[config.mk]
export PLATFORM = sky130hd
export DESIGN_NAME = din_debounce_edge
export DESIGN_NICKNAME = d
export VERILOG_FILES = /design/src/rtl/din_debounce_pkg.sv /design/src/rtl/sat_counter.sv /design/src/rtl/din_debounce_edge.sv
export SDC_FILE = /design/constraint.sdc
export NUM_CORES = 1
export LEC_CHECK = 0
export CELL_PAD_IN_SITES_DETAIL_PLACEMENT = 1
export CELL_PAD_IN_SITES_GLOBAL_PLACEMENT = 1
export CORE_UTILIZATION = 36
export DETAILED_ROUTE_END_ITERATION = 6
export PLACE_DENSITY_LB_ADDON = 0.1
export SYNTH_ARGS = -nofsm -noshare
export SYNTH_HDL_FRONTEND = slang
export SYNTH_SLANG_ARGS = --single-unit
[constraint.sdc]
create_clock -name inClk -period 1.7 [get_ports inClk]
set_input_delay 0.255 -clock inClk [delete_from_list [all_inputs] [get_ports inClk]]
set_output_delay 0.255 -clock inClk [all_outputs]
set_load 0.02 [all_outputs]
[src/rtl/din_debounce_pkg.sv]
// Shared definitions for the din_debounce_edge input debouncer.
// Provides the FSM state encoding, the legal STABLE_CYCLES range, and a
// range-check helper used for elaboration-time parameter checking.
package din_debounce_pkg;

   // Debounce FSM states: two settled levels, each with its candidate-check state.
   typedef enum logic [1:0] {
      IDLE_LO = 2'd0,
      CHK_HI  = 2'd1,
      IDLE_HI = 2'd2,
      CHK_LO  = 2'd3
   } state_e;

   localparam int unsigned STABLE_MIN = 2;
   localparam int unsigned STABLE_MAX = 255;

   // True when a requested stability window is within the supported range.
   function automatic logic stable_ok(input int unsigned n);
      return (n >= STABLE_MIN) && (n <= STABLE_MAX);
   endfunction

endpackage

[src/rtl/sat_counter.sv]
// Saturating up-counter with synchronous clear (clear has priority over increment).
// Only built when DIN_DEBOUNCE_EVT_CNT_EN is defined; the debouncer is its sole user.
// Ports:
//   clk    in  1  clock, posedge
//   rst_n  in  1  asynchronous active-low reset, count -> 0
//   inc    in  1  increment request (ignored at all-ones)
//   clr    in  1  synchronous clear, wins over inc
//   cnt    out W  registered count value
`ifdef DIN_DEBOUNCE_EVT_CNT_EN
module sat_counter #(
   parameter int unsigned W = 8
) (
   input  logic         clk,
   input  logic         rst_n,
   input  logic         inc,
   input  logic         clr,
   output logic [W-1:0] cnt
);

   logic [W-1:0] cnt_q;
   logic [W-1:0] cnt_d;

   // Next count: clear first, then increment unless already saturated.
   always_comb begin
      cnt_d = cnt_q;
      if (clr) begin
         cnt_d = '0;
      end else if (inc && (cnt_q != {W{1'b1}})) begin
         cnt_d = cnt_q + W'(1);
      end
   end

   always_ff @(posedge clk or negedge rst_n) begin
      if (!rst_n) begin
         cnt_q <= '0;
      end else begin
         cnt_q <= cnt_d;
      end
   end

   assign cnt = cnt_q;

endmodule
`endif

[src/rtl/din_debounce_edge.sv]
// Input debouncer with edge strobes. Accepts a new level only after
// STABLE_CYCLES consecutive equal samples, then emits a one-cycle rise/fall
// strobe alongside the clean registered level.
// Optional accepted-edge counter: define DIN_DEBOUNCE_EVT_CNT_EN to build it;
// without it outEvtCnt is tied to 0 and inClr is ignored.
// Ports:
//   inClk      in  1      clock, posedge
//   inRstN     in  1      asynchronous active-low reset
//   inD        in  1      clock-aligned data bit from the sampling stage
//   inClr      in  1      synchronous clear of outEvtCnt
//   outLevel   out 1      debounced level (registered)
//   outRise    out 1      one-cycle strobe on accepted 0->1
//   outFall    out 1      one-cycle strobe on accepted 1->0
//   outBusy    out 1      candidate change under test (registered)
//   outEvtCnt  out EVT_W  saturating accepted-edge count
module din_debounce_edge
   import din_debounce_pkg::*;
#(
   parameter int unsigned STABLE_CYCLES = 4,
   parameter int unsigned CNT_W         = 8,
   parameter int unsigned EVT_W         = 8
) (
   input  logic             inClk,
   input  logic             inRstN,
   input  logic             inD,
   input  logic             inClr,
   output logic             outLevel,
   output logic             outRise,
   output logic             outFall,
   output logic             outBusy,
   output logic [EVT_W-1:0] outEvtCnt
);

   // Counter value at which the last required sample is being taken.
   localparam logic [CNT_W-1:0] CNT_LAST = CNT_W'(STABLE_CYCLES - 1);

   // Reject unsupported configurations at elaboration.
   if (!stable_ok(STABLE_CYCLES) || ((STABLE_CYCLES - 1) >= (64'd1 << CNT_W))) begin : g_param_err
      $error("din_debounce_edge: STABLE_CYCLES out of range or CNT_W too narrow");
   end

   state_e           state_q, state_d;
   logic [CNT_W-1:0] cnt_q,   cnt_d;
   logic             level_q, level_d;
   logic             rise_q,  rise_d;
   logic             fall_q,  fall_d;
   logic             busy_q,  busy_d;

   // Next-state, counter and strobe logic.
   always_comb begin
      state_d = state_q;
      cnt_d   = cnt_q;
      level_d = level_q;
      rise_d  = 1'b0;
      fall_d  = 1'b0;

      case (state_q)
         IDLE_LO: begin
            if (inD) begin
               state_d = CHK_HI;
               cnt_d   = CNT_W'(1);
            end
         end
         CHK_HI: begin
            if (!inD) begin
               state_d = IDLE_LO;
               cnt_d   = '0;
            end else if (cnt_q == CNT_LAST) begin
               state_d = IDLE_HI;
               cnt_d   = '0;
               level_d = 1'b1;
               rise_d  = 1'b1;
            end else begin
               cnt_d = cnt_q + CNT_W'(1);
            end
         end
         IDLE_HI: begin
            if (!inD) begin
               state_d = CHK_LO;
               cnt_d   = CNT_W'(1);
            end
         end
         CHK_LO: begin
            if (inD) begin
               state_d = IDLE_HI;
               cnt_d   = '0;
            end else if (cnt_q == CNT_LAST) begin
               state_d = IDLE_LO;
               cnt_d   = '0;
               level_d = 1'b0;
               fall_d  = 1'b1;
            end else begin
               cnt_d = cnt_q + CNT_W'(1);
            end
         end
         default: begin
            state_d = IDLE_LO;
            cnt_d   = '0;
            level_d = 1'b0;
         end
      endcase

      // Busy reflects the state being entered so it registers alongside it.
      busy_d = (state_d == CHK_HI) || (state_d == CHK_LO);
   end

   always_ff @(posedge inClk or negedge inRstN) begin
      if (!inRstN) begin
         state_q <= IDLE_LO;
         cnt_q   <= '0;
         level_q <= 1'b0;
         rise_q  <= 1'b0;
         fall_q  <= 1'b0;
         busy_q  <= 1'b0;
      end else begin
         state_q <= state_d;
         cnt_q   <= cnt_d;
         level_q <= level_d;
         rise_q  <= rise_d;
         fall_q  <= fall_d;
         busy_q  <= busy_d;
      end
   end

   assign outLevel = level_q;
   assign outRise  = rise_q;
   assign outFall  = fall_q;
   assign outBusy  = busy_q;

`ifdef DIN_DEBOUNCE_EVT_CNT_EN
   // Count updates on the same edge that registers the strobe.
   sat_counter #(
      .W (EVT_W)
   ) u_evt_cnt (
      .clk   (inClk),
      .rst_n (inRstN),
      .inc   (rise_d | fall_d),
      .clr   (inClr),
      .cnt   (outEvtCnt)
   );
`else
   logic unused_clr;
   assign unused_clr = inClr;
   assign outEvtCnt  = '0;
`endif

endmodule

# [After elaboration in Yosys (flattened, before gate mapping)]
# Index checks and enable logic that the tools add are counted.
[totals] ff_bits=14 latchBits=0 ram_bits=0 mem_bits_ro=0 in_bits=4 output_inout_bits=12 wordCells=47 mem_count=0
[classes] add_sub_neg=1 multipliers=0 div_mod_pow=0 magnitude_cmp=0 eq_ne=12 shifts=0 mux=23 n_bitwise=0 n_reduce_logical=5
[op_table] cell="8-bit two-way mux" count=5
[op_table] cell="8-bit one-hot mux with 4 select lines" count=1
[op_table] cell="2-bit two-way mux" count=6
[op_table] cell="2-bit inequality test (second input constant)" count=6
[op_table] cell="1-bit two-way mux" count=9
[op_table] cell="8-bit by 1-bit adder with 8-bit output (second input constant)" count=1
[op_table] cell="8-bit by 2-bit equality test with 1-bit output (second input constant)" count=1
[op_table] cell="2-bit one-hot mux with 4 select lines" count=1
[op_table] cell="2-bit equality test (second input constant)" count=3
[op_table] cell="5-bit AND reduction" count=1
[op_table] cell="2-bit by 1-bit equality test with 1-bit output (second input constant)" count=2
[op_table] cell="2-bit logical NOT" count=1
[op_table] cell="1-bit one-hot mux with 2 select lines" count=1
[op_table] cell="2-bit AND reduction" count=1
[op_table] cell="2-bit nonzero test" count=1
[op_table] cell="1-bit logical OR" count=1

# [Logic depth before layout (Yosys ltp)]
[depth] word_depth=6 depth_mapped=5 mapped_depth_nobuf=5

# [Least setup slack after synthesis]
# No wires, ideal clock.
[synth_timing] path_kind="register to register" start="register cnt_q[0]" end="register cnt_q[0]" setup_ps=125 arrival_time_ps=1389 required_time_ps=1575 path_slack_ps=187 path_stages_with_launch=6 path_buffers=0 synth_period_minus_slack_ps=1513 path_cell_list="dfrtp_1 ha_1 nor3b_2 and3_4 nor2_1 mux2_2"
[synth_between] elab_chain_cells=4 word_cells_on_any_way=6 cone_classes="add/sub: 1; eq/ne: 1; mux: 4"
[synth_lines] element="start: declaration" line_no="din_debounce_edge.sv:43" source="logic [CNT_W-1:0] cnt_q, cnt_d;"
[synth_lines] element="start signal: assignment" line_no="din_debounce_edge.sv:117" source="cnt_q <= cnt_d;"
[synth_lines] element="8-bit by 1-bit adder with 8-bit output / 8-bit by 2-bit equality test with 1-bit output (equally long branches)"
[synth_lines] element="8-bit two-way mux (*)" line_no="din_debounce_edge.sv:68, din_debounce_edge.sv:87"
[synth_lines] element="8-bit two-way mux (on tied branches)" line_no="din_debounce_edge.sv:84, din_debounce_edge.sv:65"
[synth_lines] element="8-bit one-hot mux with 4 select lines (*)" line_no="din_debounce_edge.sv:57" source="case (state_q)"
# Every way passes the cells marked *; elsewhere a longest branch is shown, timed or not.
# A chain may end at the register's enable or synchronous reset.

# [Worst setup path after layout]
[layout_timing] start="register cnt_q[4]" end="register cnt_q[0]"
[layout_between] elab_chain_cells=4 word_cells_on_any_way=5 cone_classes="eq/ne: 1; mux: 4"
[layout_lines] element="8-bit by 2-bit equality test with 1-bit output (*)" line_no="din_debounce_edge.sv:68, din_debounce_edge.sv:87"
[layout_lines] element="8-bit two-way mux (*)" line_no="din_debounce_edge.sv:68, din_debounce_edge.sv:87"
[layout_lines] element="8-bit two-way mux (on tied branches)" line_no="din_debounce_edge.sv:84, din_debounce_edge.sv:65"
[layout_lines] element="8-bit one-hot mux with 4 select lines (*)" line_no="din_debounce_edge.sv:57"
# Marks and branches as above.

==> impl_summary.log <==
[metrics] filler-free cell count of the finished design: 107
[metrics] Comb power frac: 38.7%
[metrics] net total in the final layout: 88
[metrics] signed area change from the synthesized netlist to the final layout: 20.1%
[metrics] unrepaired setup endpoints after global routing: true
[metrics] number of top-level pins: 16
[metrics] initial antenna violation count: 0
[metrics] Inserted Diodes: 0
[metrics] CTS buffer count: 3
[metrics] layout cells sized above 1: 22.0%
[metrics] Largest stage delay, worst path: 0.46 ns
[metrics] Post-CTS Hold Fix Bufs: 0
[metrics] clock period minus final worst setup slack: 1.58 ns
[metrics] Critical-path top delay cell: sky130_fd_sc_hd__dfrtp_1
[metrics] cell chain of the critical path: nor4_4, and3_4, nor2_1, mux2_2
[metrics] share of total power in sequential cells: 40.9%
[metrics] buffer depth of the longest clock path: 2
[metrics] clock share of power: 20.5%
[metrics] Layout Utilization: 48.5%
[metrics] final routed DRC violation total: 0
[metrics] Post CTS Setup Buffer Count: 0
[metrics] Place WS: -0.0469 ns
[metrics] final worst setup slack: 0.115 ns
[metrics] GPL Wtd Cong: 0.702
[metrics] type of the most critical hold path: primary input to async pin
[metrics] total die area: 0.00221 mm2
[metrics] power dissipated by switching net loads: 418 uW
[metrics] setup clock skew after layout: 0.00174 ns
[metrics] instance count of the mapped netlist: 66
[metrics] Cell Pwr Density: 1340 mW/mm2
[metrics] number of warnings reported in the yosys synthesis log: 0
[metrics] Clock Pin Slew Worst Setup and Hold Paths: 0.09 ns
[metrics] total of buffers placed on input and output ports: 6
[metrics] DP Wirelength: 991 um
[metrics] status: finished clean
[metrics] total global-route track usage: 13.6%
[metrics] count of routing violations after the opening detailed-route iteration: 6
[metrics] CTS tree: yes
[metrics] final number of max-transition violations: 0
[metrics] number of clock sinks: 14
[metrics] global route overflow: 0
[metrics] count of instances resized after the clock tree is built: 0
[metrics] Critical Path RT: 1.87 ns
[metrics] Core Footprint: 0.00180 mm2
[metrics] largest fanout on the critical path: 4
[metrics] CP Class: flip-flop to flip-flop
[metrics] post-route clock period utilization: 93.2%
[metrics] type of origin of the critical path: flip-flop
[metrics] combined area of all synthesized cells: 728 um2
[metrics] crit path capture type: flip-flop
[metrics] number of levels the H-tree was split into: 1
[metrics] sequential share of the synthesized area: 48.1%
[metrics] count of max-cap constraint violations: 0
[metrics] clock insertion delay at the later pin of the skew report: 0.28 ns
[metrics] internal power summed over all cells: 755 uW
[metrics] Power Total: 1170 uW
[metrics] number of detailed-routing iterations run before antenna repair: 4
[metrics] total wire length after detailed routing: 1270 um
[metrics] vias: 509
[metrics] number of antenna-violating nets in the routed design: 0
[metrics] placement row count: 15
[metrics] first-pass GRT wire length: 2030 um
[metrics] detailed-route vias per instance: 4.76
[metrics] number of global-route vias before repair: 466
[metrics] mean instance size in the synthesized netlist: 11.0 um2
[metrics] maximum resistive drop on vdd: 0.000683 V
[metrics] Yosys cell types: 26
[metrics] setup violation total in the final timing report: 0
[metrics] DR WL/cell: 11.8 um
[metrics] largest net degree at the start of global routing: 15
[metrics] switching portion of total power: 35.6%
[metrics] data arrival time of the critical path: 1.75 ns
[metrics] reported leakage power: 0.000410 uW
[metrics] initial standard-cell utilization of the core: 40.4%
[metrics] Placed Cells incl. Taps: 103
[metrics] Die Y: 47.0 um
[metrics] Die Width: 47.0 um
[metrics] Max Freq: 631 MHz
[metrics] Final Hold Fails: 0
[metrics] #FFs+latches synth: 14
[metrics] cell at the root of the clock tree: sky130_fd_sc_hd__clkbuf_4
layout make-up:
type,count,area (um2)
Fill cell,214,927
Inverter,1,3.75
Timing Repair Buffer,13,113
Multi-Input combinational cell,50,340
Tap cell,25,31.3
Sequential cell,14,350
Clock buffer,4,36.3
critical path: cells and delay by family, from the launching register on:
| kind | cells | cell delay (ns) |
|---|---|---|
| and+or+nand+nor | 3 | 0.77 |
| muxes | 1 | 0.25 |
| DFF | 1 | 0.46 |
final timing paths:
path	startpoint	endpoint	slack [ns]	cells after the start
hold reg to reg	state_q[1]$_DFF_PN0_	outRise$_DFF_PN0_	0.53	1
setup / recovery	cnt_q[4]$_DFFE_PN0P_	cnt_q[0]$_DFFE_PN0P_	0.12	4
setup reg to reg	cnt_q[4]$_DFFE_PN0P_	cnt_q[0]$_DFFE_PN0P_	0.12	4
hold / removal	inRstN	cnt_q[5]$_DFFE_PN0P_	0.28	2
max in group asynchronous	inRstN	outBusy$_DFF_PN0_	1.25	2
min in group inClk	state_q[1]$_DFF_PN0_	outRise$_DFF_PN0_	0.53	1
power by group through the flow:
stage	Combinational [uW]	Sequential, uW	Clock (uW)
final	454	479	240
after global routing	503	491	260
after CTS	461	480	250
after detailed placement	461	487	0
after global placement	448	485	0
after floorplan	287	494	0
per-stage QoR:
stage / TNS (ns) / area [um2] / hold WS (ns)
2_1_floorplan: 0 / 754 / -0.0406
3_3_place_gp: -0.0424 / 838 / 0.511
3_5_place_dp: -0.138 / 838 / 0.522
4_1_cts: 0 / 875 / 0.274
5_1_grt: -0.0101 / 875 / 0.279
6_report: 0 / 875 / 0.278
logic make-up after synthesis:
logic type	share of synthesized area (%)
simple gates	19.4
other cells	0.515
xor+xnor	4.81
mux	1.55
compound gates	15.1
buf+inv	8.76
fa+ha+maj	1.72
flops	48.1
cells in the final DEF (no fill, tap or decap):
cell type                          n
sky130_fd_sc_hd__nor3b_1           1
sky130_fd_sc_hd__nor4_4            1
sky130_fd_sc_hd__conb_1            8
sky130_fd_sc_hd__a21oi_1           4
sky130_fd_sc_hd__a21o_1            1
sky130_fd_sc_hd__dfrtp_1          14
sky130_fd_sc_hd__a211oi_4          1
sky130_fd_sc_hd__o21ai_0           1
sky130_fd_sc_hd__inv_1             1
sky130_fd_sc_hd__ha_1              1
sky130_fd_sc_hd__clkbuf_4          3
sky130_fd_sc_hd__and2_1            1
sky130_fd_sc_hd__nor2_1            4
sky130_fd_sc_hd__mux2_2            1
sky130_fd_sc_hd__a22o_1            4
sky130_fd_sc_hd__and2_2            1
sky130_fd_sc_hd__nand3_1           2
sky130_fd_sc_hd__clkdlybuf4s50_1   6
sky130_fd_sc_hd__and3_1            1
sky130_fd_sc_hd__clkbuf_8          1
sky130_fd_sc_hd__nand2_1           5
sky130_fd_sc_hd__nor3b_2           1
sky130_fd_sc_hd__nand2b_1          2
sky130_fd_sc_hd__xnor2_1           4
sky130_fd_sc_hd__a22o_2            1
sky130_fd_sc_hd__a31oi_1           2
sky130_fd_sc_hd__nand4_1           2
sky130_fd_sc_hd__buf_4             7
sky130_fd_sc_hd__and3_4            1
synth_stat cells:
| cell type | number | area, um2 |
|---|---|---|
| sky130_fd_sc_hd__and2_1 | 1 | 6.26 |
| sky130_fd_sc_hd__nand2b_1 | 2 | 12.5 |
| sky130_fd_sc_hd__nor4_4 | 1 | 21.3 |
| sky130_fd_sc_hd__nor3b_2 | 1 | 12.5 |
| sky130_fd_sc_hd__buf_4 | 8 | 60.1 |
| sky130_fd_sc_hd__nand4_1 | 2 | 12.5 |
| sky130_fd_sc_hd__inv_1 | 1 | 3.75 |
| sky130_fd_sc_hd__dfrtp_1 | 14 | 350 |
| sky130_fd_sc_hd__and3_4 | 1 | 11.3 |
| sky130_fd_sc_hd__o21ai_0 | 1 | 5.00 |
| sky130_fd_sc_hd__nand3_1 | 2 | 10.0 |
| sky130_fd_sc_hd__a21oi_1 | 4 | 20.0 |
| sky130_fd_sc_hd__a22o_2 | 1 | 10.0 |
| sky130_fd_sc_hd__and2_2 | 1 | 7.51 |
| sky130_fd_sc_hd__ha_1 | 1 | 12.5 |
| sky130_fd_sc_hd__a31oi_1 | 2 | 12.5 |
| sky130_fd_sc_hd__mux2_2 | 1 | 11.3 |
| sky130_fd_sc_hd__a21o_1 | 1 | 7.51 |
| sky130_fd_sc_hd__conb_1 | 1 | 3.75 |
| sky130_fd_sc_hd__a211oi_4 | 1 | 20.0 |
| sky130_fd_sc_hd__nand2_1 | 5 | 18.8 |
| sky130_fd_sc_hd__nor2_1 | 4 | 15.0 |
| sky130_fd_sc_hd__a22o_1 | 4 | 35.0 |
| sky130_fd_sc_hd__nor3b_1 | 1 | 7.51 |
| sky130_fd_sc_hd__and3_1 | 1 | 6.26 |
| sky130_fd_sc_hd__xnor2_1 | 4 | 35.0 |
sequential cells by signal, summed over array words and instances, names as in the netlist:
register  flops
outFall       1
outBusy       1
state_q       2
outRise       1
outLevel      1
cnt_q         8
per-layer routing:
layer  wire (um)  part of all wire [%]  GRT usage (%)  vias up
met5           0                     0              0        -
met4          10                  0.79           6.86        0
met3          36                   2.8           3.46        2
met2         547                    43           20.0        9
met1         673                    53           18.4      247
li1            -                     -              -      251
Power figures use the tool's default switching activity.
